**src/rtl/sprite_renderer_scaled.sv**
```systemverilog
// Draws one SPRITE_W x SPRITE_H 1bpp sprite per frame from a byte-wide ROM, with H/V mirroring and
// integer horizontal scaling. Define SPRITE_COLLISION_EN to add the playfield/collision ports.
module sprite_renderer_scaled #(
    parameter  int SPRITE_W    = 16,
    parameter  int SPRITE_H    = 16,
    parameter  int XSCALE_LOG2 = 0,
    localparam int NB          = SPRITE_W / 8,
    localparam int ROM_AW      = $clog2(SPRITE_H * NB)
) (
    input  logic              clk,
    input  logic              reset,
    input  logic              vstart,
    input  logic              load,
    input  logic              hstart,
    input  logic              hmirror,
    input  logic              vmirror,
    output logic [ROM_AW-1:0] rom_addr,
    input  logic [7:0]        rom_bits,
    output logic              gfx,
    output logic              busy
`ifdef SPRITE_COLLISION_EN
    ,
    input  logic              playfield,
    output logic              collision
`endif
);

    // state       | meaning
    // WAIT_VSTART | idle between sprites, mirror bits latched on vstart
    // WAIT_LOAD   | waiting for the fetch window of the next row
    // SETUP       | present ROM address of the current row byte
    // CAPTURE     | store returned byte into the line buffer
    // WAIT_HSTART | row fetched, waiting for the sprite's left edge
    // DRAW        | shifting pixels out, each repeated 2**XSCALE_LOG2 clocks
    typedef enum logic [2:0] {
        WAIT_VSTART,
        WAIT_LOAD,
        SETUP,
        CAPTURE,
        WAIT_HSTART,
        DRAW
    } state_t;

    localparam int XW = $clog2(SPRITE_W);
    localparam int YW = $clog2(SPRITE_H);
    localparam int BW = (NB > 1) ? $clog2(NB) : 1;
    localparam int SW = (XSCALE_LOG2 > 0) ? XSCALE_LOG2 : 1;

    localparam logic [XW-1:0] XLAST   = XW'(SPRITE_W - 1);
    localparam logic [YW-1:0] YLAST   = YW'(SPRITE_H - 1);
    localparam logic [BW-1:0] BLAST   = BW'(NB - 1);
    localparam logic [SW-1:0] SUB_MAX = SW'((1 << XSCALE_LOG2) - 1);

    state_t              state;
    logic [SPRITE_W-1:0] linebuf;
    logic [XW-1:0]       xcount;
    logic [YW-1:0]       ycount;
    logic [BW-1:0]       bytecnt;
    logic [SW-1:0]       subcnt;
    logic                hm_q;
    logic                vm_q;

    logic [YW-1:0]       row;
    logic [XW-1:0]       pix_idx;
    logic [ROM_AW-1:0]   fetch_addr;

    assign row        = vm_q ? (YLAST - ycount) : ycount;
    assign pix_idx    = hm_q ? (XLAST - xcount) : xcount;
    assign fetch_addr = ROM_AW'(row) * ROM_AW'(NB) + ROM_AW'(bytecnt);
    assign busy       = (state != WAIT_VSTART);

    always_ff @(posedge clk) begin
        if (reset) begin
            state    <= WAIT_VSTART;
            gfx      <= 1'b0;
            rom_addr <= '0;
            linebuf  <= '0;
            xcount   <= '0;
            ycount   <= '0;
            bytecnt  <= '0;
            subcnt   <= '0;
            hm_q     <= 1'b0;
            vm_q     <= 1'b0;
        end else begin
            gfx <= 1'b0;
            case (state)
                WAIT_VSTART: begin
                    ycount <= '0;
                    if (vstart) begin
                        hm_q  <= hmirror;
                        vm_q  <= vmirror;
                        state <= WAIT_LOAD;
                    end
                end
                WAIT_LOAD: begin
                    xcount  <= '0;
                    bytecnt <= '0;
                    subcnt  <= '0;
                    if (load) state <= SETUP;
                end
                SETUP: begin
                    rom_addr <= fetch_addr;
                    state    <= CAPTURE;
                end
                CAPTURE: begin
                    linebuf[8*bytecnt +: 8] <= rom_bits;
                    if (bytecnt == BLAST) begin
                        state <= WAIT_HSTART;
                    end else begin
                        bytecnt <= bytecnt + BW'(1);
                        state   <= SETUP;
                    end
                end
                WAIT_HSTART: begin
                    if (hstart) state <= DRAW;
                end
                DRAW: begin
                    gfx <= linebuf[pix_idx];
                    if (subcnt == SUB_MAX) begin
                        subcnt <= '0;
                        if (xcount == XLAST) begin
                            xcount <= '0;
                            if (ycount == YLAST) begin
                                ycount <= '0;
                                state  <= WAIT_VSTART;
                            end else begin
                                ycount <= ycount + YW'(1);
                                state  <= WAIT_LOAD;
                            end
                        end else begin
                            xcount <= xcount + XW'(1);
                        end
                    end else begin
                        subcnt <= subcnt + SW'(1);
                    end
                end
                default: state <= WAIT_VSTART;
            endcase
        end
    end

`ifdef SPRITE_COLLISION_EN
    // Clear on an accepted vstart takes priority over a same-clock hit.
    always_ff @(posedge clk) begin
        if (reset)
            collision <= 1'b0;
        else if (state == WAIT_VSTART && vstart)
            collision <= 1'b0;
        else if (gfx && playfield)
            collision <= 1'b1;
    end
`endif

endmodule

```
**config.mk**
```make
export PLATFORM = sky130hd
export DESIGN_NAME = sprite_renderer_scaled
export DESIGN_NICKNAME = d
export VERILOG_FILES = /design/src/rtl/sprite_renderer_scaled.sv
export SDC_FILE = /design/constraint.sdc
export NUM_CORES = 1
export LEC_CHECK = 0
export CAP_MARGIN = 20
export CORE_ASPECT_RATIO = 0.7
export CORE_MARGIN = 2
export CORE_UTILIZATION = 49
export DETAILED_ROUTE_END_ITERATION = 7
export GPL_TIMING_DRIVEN = 0
export PLACE_DENSITY_LB_ADDON = 0.12
export SKIP_CTS_REPAIR_TIMING = 1
export SLEW_MARGIN = 20
export SYNTH_ARGS = -nofsm -noshare
export SYNTH_HDL_FRONTEND = slang
export SYNTH_SLANG_ARGS = --single-unit
```
**constraint.sdc**
```tcl
create_clock -name clk -period 1.96 [get_ports clk]
set_input_delay 0.392 -clock clk [delete_from_list [all_inputs] [get_ports clk]]
set_output_delay 0.392 -clock clk [all_outputs]
set_load 0.02 [all_outputs]
```
==> results of run 1 <==
final timing paths:
path,cells past startpoint,from,slack [ns],to
worst max-delay path,7,xcount[0],0.07,state[0]
worst max register to register,7,xcount[0],0.07,state[0]
worst min register to register,2,linebuf[8],0.47,linebuf[8]
worst min-delay path,2,linebuf[8],0.47,linebuf[8]
power by group:
| part | switching [W] | internal [W] |
|---|---|---|
| Combinational | 0.000141 | 0.000107 |
| Sequential | 0.0000120 | 0.000749 |
| Clock | 0.000262 | 0.000242 |
layout make-up:
type                       count  area share, %
buffer                        18           4.12
clock inverter                 1          0.217
inverter                       6          0.976
tap                           50           2.71
sequential                    36           31.5
timing repair buffer          24           10.1
multi-input combinational    174           47.2
clock buffer                   6           3.14
flip-flops by register name, summed over array words and instances (netlist names):
name	flops
state	3
gfx	1
rom_addr	5
hm_q	1
vm_q	1
bytecnt	1
ycount	4
xcount	4
linebuf	16
cell families (layout without fill, tap and decap cells):
family	Yosys count	after routing	share of synthesized area, %
muxes	15	15	11.9
and+or+nand+nor	98	98	24.1
buffers and inverters	24	55	6.13
xor gates and xnor gates	4	4	1.85
adders and majority gates	2	2	1.32
DFF	36	36	38.0
AOI/OAI and AO/OA	55	55	16.8
critical path: stages, from the launching register on:
cell     delay [ns]
dfxtp_4        0.37
ha_4           0.16
and3_4         0.17
buf_6          0.13
mux4_2         0.48
nor2_4         0.15
mux2i_2        0.24
nor2_1         0.06
cell usage after synthesis, drive strengths merged (3+ instances only):
library cell	n
inv	6
xnor2	4
nor2	21
mux2i	9
mux4	5
nor3	4
nand2b	3
a211oi	8
nor2b	5
nand2	44
clkbuf	10
or3	3
dfxtp	36
a21oi	33
nand3	9
buf	8
o21ai	6
routing by layer:
metal	up-vias	share of wire (%)
met5	-	0
met1	785	52
li1	881	-
met2	72	37
met3	9	9.1
met4	0	1.8
per-stage QoR:
stage | std cells | setup slack [ns] | util (%) | area [µm²]
final | 315 | 0.0739 | 63.7 | 2310
after CTS | 311 | -0.342 | 61.7 | 2240
after global placement | 304 | -0.0264 | 59.6 | 2160
after global routing | 315 | -0.000630 | 63.7 | 2310
after detailed placement | 304 | -0.0176 | 59.6 | 2160
after floorplan | 234 | 0.192 | - | 1900
==> flow_summary_export.csv, run 1 <==
group,metric,value,unit
outcome,outcome,"finished, final reports clean",
setup_path,crit_arrival,2.05,ns
cts,cts_root_buffer,"clkbuf_8",
global_route,grt_max_degree,11,
placement,gp_congestion,0.838,
global_route,antenna_found_initial,0,
timing,fin_tns_setup,0,ns
route,avgViaCountPerCell,5.55,
synthesis,yosysUniqueCellTypes,40,
synthesis,synth.avg_cell_area,8.11,µm²
floorplanning,die_height,56.1,µm
final_layout,area.sequential,728,µm²
pwr,power_density,655,mW/mm²
synthesis,synth_seq_area_share,38.0,%
timing,setup_viol,0,
timing,finalCritPeriodShare,96.2,%
synthesis,async_flop_share,0,%
placement,numPortBuffers,20,
placement,hpwlAfterDp,3.20,mm
floorplanning,rows,18,
timing,tightest_slew,0.596,ns
cts,clkSinkCount,36,
route,wl_per_cell,14.4,µm
setup_path,crit_path_end_kind,"flip-flop",
setup_path,crit_path_start_kind,"flip-flop",
synthesis,ys_warn_count,0,
pwr,power,0.00151,W
global_route,grtUsageTotal,20.9,%
route,drt-total-wl,4.54,mm
final_layout,final_common_cell,"nand2_1",
floorplanning,core_area,0.00363,mm²
cts,htreeDepth,2,
route,vias,1747,
timing,fmax,530,MHz
synthesis,synth_edf_count,0,
timing,final_max_slew_viol_count,0,
timing,min_period,1.89,ns
worst_hold_path,hold_path.class,"reg2reg",
floorplanning,ioPinCount,22,
timing,fin_worst_skew,0.00291,ns
floorplanning,die_area,0.00440,mm²
synthesis,yosys_register_bits,36,
synthesis,syn_area,0.00190,mm²
setup_path,crit_path_max_fanout,9,
final_layout,drive_gt1_share,12.8,%
flow_run,drv_cap,0,
cts,clock_latency,0.29,ns
global_route,top_usage_layer,"met1",
synthesis,synthTopCellsByArea,"dfxtp_1, a21oi_1, nand2_1",
pwr,ir_drop,432,µV
global_route,gr-usage-met2,24.9,%
setup_path,crit_required,2.13,ns
pwr,p_leak,0.766,nW
cts,cts_tree,"built",
synthesis,ys.flop_type,"dfxtp_1",
route,drtPass1Iterations,4,
final_layout,nFillCells,334,
global_route,use_met1,33.8,%
cts,clk_pin_slew,0.07,ns
global_route,grt_pass1_vias,1410,
timing,slew_headroom,60.3,%
floorplanning,chipWidth,78.4,µm
final_layout,multi_input_area,0.00109,mm²
global_route,grt_pass1_wl,6.88,mm
synthesis,synth_nets,251,
final_layout,area_delta_synth_final,21.6,%
route,drtIter0Drc,109,
cts,cts_buffers,5,
global_route,met3_usage,4.87,%
synthesis,synth.top_cell.area_share,38.0,%
cts,clk_path_buf_depth,2,
floorplanning,initial_core_util,52.3,%
synthesis,syn_inst,234,
route,drc,0,
timing,holdWs,0.474,ns
route,ant_nets,0,
setup_path,criticalPathCategory,"reg2reg",
final_layout,num_antenna_cells,0,
timing,timing_hold_violations_final,0,
final_layout,most-common-layout-cells,"nand2_1, dfxtp_1, a21oi_1",
final_layout,nets,282,
global_route,grt-ovfl-total,0,
synthesis,yosysTopAreaCell,"dfxtp_1",
Note: power is estimated with default switching activity, not from simulation.
==> run 2: changes to the inputs <==
--- a/config.mk
+++ b/config.mk
@@ -11,7 +11,9 @@
 export CORE_UTILIZATION = 49
 export DETAILED_ROUTE_END_ITERATION = 7
 export GPL_TIMING_DRIVEN = 0
+export MAX_ROUTING_LAYER = met4
 export PLACE_DENSITY_LB_ADDON = 0.12
+export SETUP_SLACK_MARGIN = 0.1
 export SKIP_CTS_REPAIR_TIMING = 1
 export SLEW_MARGIN = 20
 export SYNTH_ARGS = -nofsm -noshare
==> flow_summary_export.csv, run 2 (synthesis results as in run 1) <==
group,metric,value,unit
outcome,outcome,"finished, final reports clean",
setup_path,crit_chain,"buf_2, or2_2, nor2_4, inv_1, dlymetal6s2s_1",
timing,timing_hold_violations_final,0,
cts,clock_latency,0.29,ns
floorplanning,initial_core_util,52.3,%
route,drc,0,
floorplanning,die_height,56.1,µm
cts,clk_path_buf_depth,2,
route,vias,1752,
route,ant_nets,0,
final_layout,drive_gt1_share,13.2,%
setup_path,slowest_stage,"or2_2",
placement,numPortBuffers,20,
setup_path,crit_path_max_fanout,10,
final_layout,top_regs,"linebuf x16, rom_addr x5",
global_route,grt_pass1_wl,6.88,mm
setup_path,crit_path_end_kind,"output pin",
global_route,grtUsageTotal,21.5,%
timing,finalCritPeriodShare,95.2,%
setup_path,rrSetupSlack,0.10,ns
global_route,antenna_found_initial,0,
cts,cts_buffers,5,
setup_path,criticalPathCategory,"reg2out",
timing,fin_tns_setup,0,ns
timing,fin_ws,0.0947,ns
flow_run,drv_cap,0,
final_layout,num_antenna_cells,0,
global_route,grt-ovfl-total,0,
cts,htreeDepth,2,
route,wl_per_cell,14.5,µm
floorplanning,rows,18,
pwr,power_density,655,mW/mm²
final_layout,final_common_cell,"nand2_1",
global_route,grt_pass1_vias,1411,
cts,cts_tree,"built",
timing,final_max_slew_viol_count,0,
timing,fmax,536,MHz
route,drt-total-wl,4.56,mm
setup_path,critPathMaxStageDelay,0.34,ns
setup_path,crit_path_start_kind,"flip-flop",
timing,min_period,1.87,ns
timing,fin_worst_skew,0.00291,ns
route,drtIter0Drc,127,
placement,hpwlAfterDp,3.20,mm
worst_hold_path,hold_path.class,"reg2reg",
timing,slew_headroom,60.3,%
route,avgViaCountPerCell,5.56,
final_layout,largest_reg_flops,16,
setup_path,crit_required,1.57,ns
cts,clkSinkCount,36,
placement,gp_congestion,0.851,
pwr,p_leak,0.770,nW
route,drtPass1Iterations,4,
floorplanning,die_area,0.00440,mm²
floorplanning,ioPinCount,22,
floorplanning,core_area,0.00363,mm²
cts,cts_root_buffer,"clkbuf_8",
final_layout,most-common-layout-cells,"nand2_1, dfxtp_1, a21oi_1",
final_layout,area_delta_synth_final,21.8,%
final_layout,largest-register,"linebuf",
final_layout,nets,282,
global_route,grt_max_degree,11,
pwr,ir_drop,433,µV
timing,rsz0062_at_grt,"yes",
timing,tightest_slew,0.596,ns
floorplanning,chipWidth,78.4,µm
setup_path,crit_arrival,1.47,ns
cts,clk_pin_slew,0.07,ns
placement,pre_cts_ws,-0.0176,ns
timing,setup_viol,0,
## run 2: cell count changes in the layout (fill, tap and decap cells not counted), sizes merged
cell,before,now
clkbuf,16,15
buf,12,13
## run 2: critical path: cells and delay by family, from the launching register on
| kind | cells | cell delay [ns] |
|---|---|---|
| and+or+nand+nor | 2 | 0.47 |
| buffers and inverters | 3 | 0.41 |
| DFF | 1 | 0.31 |
## run 2: cell type report
class	count	area, µm²
Buffer	17	91.3
Fill cell	330	1310
Inverter	6	22.5
Timing Repair Buffer	25	240
Sequential cell	36	728
Multi-Input combinational cell	174	1090
Tap cell	50	62.6
Clock inverter	1	5.00
Clock buffer	6	72.6
## run 2: stage by stage
stage	hold slack [ns]	power (W)	cells	area, µm²	utilization [%]
after floorplan	0.442	0.000921	234	1900	-
after global placement	0.457	0.00101	304	2160	59.6
after detailed placement	0.462	0.00101	304	2160	59.6
after CTS	0.472	0.00150	311	2240	61.7
after global routing	0.493	0.00157	315	2310	63.8
final	0.472	0.00151	315	2310	63.8
## run 2: worst paths after layout
kind                                 start          to  depth (start not counted)
worst max-delay path              state[0]        busy                          5
worst min-delay path            linebuf[8]  linebuf[8]                          2
worst max register to register   xcount[1]    state[0]                          7
worst min register to register  linebuf[8]  linebuf[8]                          2
## run 2: layer usage
layer	track usage (%)	up-vias	part of all wire [%]
li1	-	876	-
met5	-	-	0
met4	9.52	0	1.5
met1	33.8	816	54
met3	4.87	6	7.4
met2	24.9	54	37
## run 2: report_power, final
| group | switching, W | total (W) | leakage [nW] | internal, W |
|---|---|---|---|---|
| logic | 0.000141 | 0.000248 | 0.437 | 0.000108 |
| registers | 0.0000120 | 0.000761 | 0.293 | 0.000749 |
| clock network | 0.000263 | 0.000504 | 0.0410 | 0.000242 |
| total | 0.000415 | 0.00151 | 0.770 | 0.00110 |
